`config.mk`:
```
export PLATFORM = sky130hd
export DESIGN_NAME = regfile_wb_arbiter
export DESIGN_NICKNAME = d
export VERILOG_FILES = /design/src/rtl/regfile_wb_arbiter.sv
export SDC_FILE = /design/constraint.sdc
export NUM_CORES = 1
export LEC_CHECK = 0
export CORE_ASPECT_RATIO = 0.5
export CORE_MARGIN = 2
export CORE_UTILIZATION = 25
export DETAILED_ROUTE_END_ITERATION = 7
export PLACE_DENSITY = 0.49
export SYNTH_ARGS = -nofsm -noshare
export SYNTH_HDL_FRONTEND = slang
export SYNTH_SLANG_ARGS = --single-unit
```
`constraint.sdc`:
```
create_clock -name clk -period 3.4 [get_ports clk]
set_clock_uncertainty 0.05 [all_clocks]
set_input_delay 0.68 -clock clk [delete_from_list [all_inputs] [get_ports clk]]
set_output_delay 0.68 -clock clk [all_outputs]
set_load 0.02 [all_outputs]
```
`src/rtl/regfile_wb_arbiter.sv`:
```
// rtl/regfile_wb_arbiter.sv - register file writeback arbiter with pending-write scoreboard
// Arbitrates ALU and load writebacks onto one registered write port and raises the decode stall.
module regfile_wb_arbiter #(
  parameter int XLEN  = 32,
  parameter bit RR_EN = 1'b1
) (
  input  logic            clk,
  input  logic            rst,
  input  logic            alu_valid,
  input  logic [4:0]      alu_rd,
  input  logic [XLEN-1:0] alu_data,
  output logic            alu_ready,
  input  logic            mem_valid,
  input  logic [4:0]      mem_rd,
  input  logic [XLEN-1:0] mem_data,
  output logic            mem_ready,
  input  logic            issue_valid,
  input  logic [4:0]      issue_rd,
  input  logic [4:0]      issue_rs1,
  input  logic [4:0]      issue_rs2,
  output logic            issue_stall,
  output logic            rf_write,
  output logic [4:0]      rf_rd,
  output logic [XLEN-1:0] rf_wdata,
  output logic [31:0]     busy
);

  typedef enum logic {
    SRC_ALU = 1'b0,
    SRC_MEM = 1'b1
  } src_e;

  src_e            last_grant_q, last_grant_d;
  logic            rf_write_q, rf_write_d;
  logic [4:0]      rf_rd_q, rf_rd_d;
  logic [XLEN-1:0] rf_wdata_q, rf_wdata_d;
  logic [31:0]     busy_q, busy_d;

  logic alu_win;
  logic mem_win;
  logic issue_accept;

  // On a tie, round-robin favours whichever source did not win last time.
  always_comb begin
    alu_win = 1'b0;
    mem_win = 1'b0;
    if (alu_valid && mem_valid) begin
      if (RR_EN && (last_grant_q == SRC_MEM)) begin
        alu_win = 1'b1;
      end else begin
        mem_win = 1'b1;
      end
    end else begin
      alu_win = alu_valid;
      mem_win = mem_valid;
    end
    alu_ready = alu_win && rst;
    mem_ready = mem_win && rst;
  end

  always_comb begin
    last_grant_d = last_grant_q;
    rf_write_d   = 1'b0;
    rf_rd_d      = rf_rd_q;
    rf_wdata_d   = rf_wdata_q;
    if (alu_ready) begin
      last_grant_d = SRC_ALU;
      if (alu_rd != 5'd0) begin
        rf_write_d = 1'b1;
        rf_rd_d    = alu_rd;
        rf_wdata_d = alu_data;
      end
    end else if (mem_ready) begin
      last_grant_d = SRC_MEM;
      if (mem_rd != 5'd0) begin
        rf_write_d = 1'b1;
        rf_rd_d    = mem_rd;
        rf_wdata_d = mem_data;
      end
    end
  end

  // Stall looks only at the registered scoreboard, so a reader waits one cycle past the commit.
  assign issue_stall  = issue_valid &&
                        (busy_q[issue_rs1] || busy_q[issue_rs2] || busy_q[issue_rd]);
  assign issue_accept = issue_valid && !issue_stall && (issue_rd != 5'd0);

  always_comb begin
    busy_d = busy_q;
    if (rf_write_q) begin
      busy_d[rf_rd_q] = 1'b0;
    end
    if (issue_accept) begin
      busy_d[issue_rd] = 1'b1;
    end
    busy_d[0] = 1'b0;
  end

  always_ff @(posedge clk or negedge rst) begin
    if (!rst) begin
      last_grant_q <= SRC_MEM;
      rf_write_q   <= 1'b0;
      rf_rd_q      <= 5'd0;
      rf_wdata_q   <= '0;
      busy_q       <= 32'd0;
    end else begin
      last_grant_q <= last_grant_d;
      rf_write_q   <= rf_write_d;
      rf_rd_q      <= rf_rd_d;
      rf_wdata_q   <= rf_wdata_d;
      busy_q       <= busy_d;
    end
  end

  assign rf_write = rf_write_q;
  assign rf_rd    = rf_rd_q;
  assign rf_wdata = rf_wdata_q;
  assign busy     = busy_q;

endmodule
```
==> run_results.csv <==
group,metric,value,unit
flow_run,drv_cap,0,
yosys,synthArstFlopShare,100.0,%
cells_and_area,areaGrowthSynthToFinish,52.66,%
clock_network,clk_pin_slew_worst_paths,0.07,ns
clock_network,htree_levels,3,
sta,timing.final.crit_share,95.25,%
clock_network,clockRootBuffer,"clkbuf_16",
yosys,yosysMostFrequentCell,"dfrtp_1",
place,placedCellCount,854,
sta,hold_viol,0,
cells_and_area,stdcell_count,870,
yosys,synthCells,451,
route,routed_wl,16150,um
route,vias_per_cell,4.861,
route,dr.pass1.iters,5,
yosys,yosysSeqAreaShare,39.29,%
clock_network,cts_hold_buf,0,
sta,drv_slew,0,
die,die-width,192.9,um
run_status,status,"finished, final reports clean",
sta,slew_headroom,57.67,%
clock_network,clock-sinks,70,
route,via_count,4229,
sta,setup-violations-final,0,
sta,tightest_slew,0.6349,ns
cells_and_area,drive_gt1_share,15.88,%
power_and_ir_drop,p_per_area,672.1,nW/um^2
global_route,grt_start_max_net_pins,65,
worst_hold_path,min_path_type,"in -> async",
global_route,grt_first_pass_wirelength,25120,um
global_route,grt_overflow_total,0,
clock_network,clk_latency,0.33,ns
worst_setup_path,timing_worst_setup_path_type,"in -> out",
worst_setup_path,reg2reg_depth,8,
power_and_ir_drop,ir_drop,0.3171,mV
die,io_pins,167,
worst_setup_path,crit_required,2.67,ns
sta,rsz0062_at_grt,"no",
yosys,syn_area,4462,um^2
yosys,synth_top_cell_area_share,38.70,%
global_route,grt_use_total,17.23,%
route,drc,0,
yosys,synth_top_area_cell,"dfrtp_1",
yosys,synth_cell_types,48,
cells_and_area,insertedDiodeCount,0,
place,port-buffer-count,165,
clock_network,max-clock-path-buffers,2,
cells_and_area,fin_nets,725,
worst_setup_path,cp.arrival,2.51,ns
global_route,grt_pass1_vias,4268,
yosys,synth_area_leaders,"dfrtp_1, mux2i_1, o31ai_2, a21oi_1, nor2_1",
die,die_h,98.47,um
worst_setup_path,cp_max_fo,4,
place,hpwlAfterDp,12250,um
yosys,yosys_register_bits,70,
clock_network,cts-buffers-inserted,9,
yosys,synth_ff_type,"dfrtp_1",
power_and_ir_drop,p_leak,2.586,nW
yosys,syn-num-nets,545,
cells_and_area,design_area,6812,um^2
place,post_dp_cell_area,6524,um^2
die,die_area,19000,um^2
worst_setup_path,end_kind,"output port",
place,gp_congestion,0.8555,
die,coreArea,17440,um^2
route,first_iter_violations,254,
yosys,synthTopCellsByCount,"dfrtp_1, mux2i_1, nor2_1, nand2_1, a21oi_1",
yosys,synth_area_per_cell,9.893,um^2
yosys,synth_edf_count,0,
yosys,synth_warnings,0,
route,wl_per_cell,18.56,um
global_route,antenna_found_initial,1,
sta,clock.fmax,308.8,MHz
clock_network,cts_tree,"built",
die,rows,34,
route,detail-route-antenna-nets,0,
die,initial_utilization,25.58,%
worst_setup_path,critPathLaunchType,"primary input",
sta,layout_min_cycle_time,3.238,ns
[cell usage in the layout, fill, tap and decap left out, drive strengths merged, types with 2 or more instances in the layout]
master / netlist / layout
nor3b: 3 / 3
mux2i: 68 / 68
nand3: 8 / 8
nor2: 50 / 50
nor3: 6 / 6
nand3b: 7 / 7
inv: 2 / 5
a21oi: 42 / 42
clkbuf: 11 / 10
dlygate4sd2: 0 / 5
or4: 2 / 2
a22oi: 3 / 3
dfrtp: 69 / 69
and3: 2 / 2
o31ai: 31 / 31
mux2: 2 / 2
nand2: 47 / 47
mux4: 8 / 8
buf: 23 / 40
o21ai: 36 / 36
nand2b: 4 / 4
nor2b: 3 / 3
clkdlybuf4s50: 0 / 157
or3b: 3 / 3
o32ai: 2 / 2
or3: 2 / 2
o22ai: 2 / 2
nor4: 2 / 2
clkinv: 1 / 3
[cell families after synthesis]
logic type | Yosys count | synth area share [%]
mux | 78 | 20.13
flops | 70 | 39.29
buf+inv | 37 | 5.104
compound gates | 123 | 20.64
simple gates | 142 | 14.75
other cells | 1 | 0.08405
[through the flow]
stage          total power [mW]  hold slack [ns]  util (%)  TNS [ns]  setup WS, ns
6_report                  4.578          0.08824     39.05         0        0.1616
5_1_grt                   4.828          0.07350     39.05         0       0.01263
4_1_cts                   4.613          0.07954     39.02         0       0.07675
3_5_place_dp              3.662           0.4474     37.40   -0.4903       -0.4903
3_3_place_gp              3.676           0.4296     37.40   -0.4706       -0.4706
2_1_floorplan             2.539           0.3344         -         0        0.4189
[critical path: stages]
cell	delay [ns]
clkdlybuf4s50_1	0.48
buf_4	0.17
nor2b_1	0.28
a21oi_1	0.12
nand3_1	0.12
and4_1	0.21
nand2_2	0.07
o21a_1	0.22
buf_2	0.16
[sequential cells by signal, indices dropped and copies added, names as in the netlist]
| name | cells |
|---|---|
| rf_write | 1 |
| busy | 31 |
| rf_rd | 5 |
| rf_wdata | 32 |
| last_grant_q | 1 |
[per-layer routing]
metal | global-route usage, % | routed length, um | part of all wire (%)
met1 | 24.23 | 7539 | 47
met2 | 25.23 | 6884 | 43
met4 | 3.613 | 151 | 0.93
met5 | 0 | 0 | 0
met3 | 6.446 | 1575 | 9.8
[layout make-up]
class | instances | area [um^2]
fill | 1791 | 10630
clock inverter | 6 | 53.80
timing repair buffer | 203 | 1967
tap | 234 | 292.8
inverter | 3 | 11.26
clock buffer | 10 | 239.0
multi-input combinational | 344 | 2495
sequential | 70 | 1753
[report_power, final]
| part | switching (mW) | leakage (nW) | total [mW] | internal (mW) |
|---|---|---|---|---|
| sequential | 0.391 | 0.771 | 1.50 | 1.11 |
| clock | 0.406 | 0.142 | 0.933 | 0.527 |
| combinational | 1.10 | 1.67 | 2.15 | 1.05 |
| total | 1.90 | 2.59 | 4.58 | 2.68 |
[worst paths after layout]
check	slack (ns)	start	end
max	0.16	issue_rs1[0]	issue_stall
min	0.09	rst	rf_wdata[1]
max reg2reg	1.01	last_grant_q	rf_wdata[12]
min reg2reg	0.46	last_grant_q	last_grant_q
max in group asynchronous	2.06	rst	rf_wdata[6]
min in group clk	0.46	last_grant_q	last_grant_q
[timing repair]
item | 4_1_cts | 5_1_grt
hold endpoints to repair | 0 | 0
buffers inserted | 0 | 0
gates resized for setup | 9 | 2
pin swaps | 2 | 0
endpoints found under the setup margin | 1 | 1
Note: power is estimated with default switching activity, not from simulation.
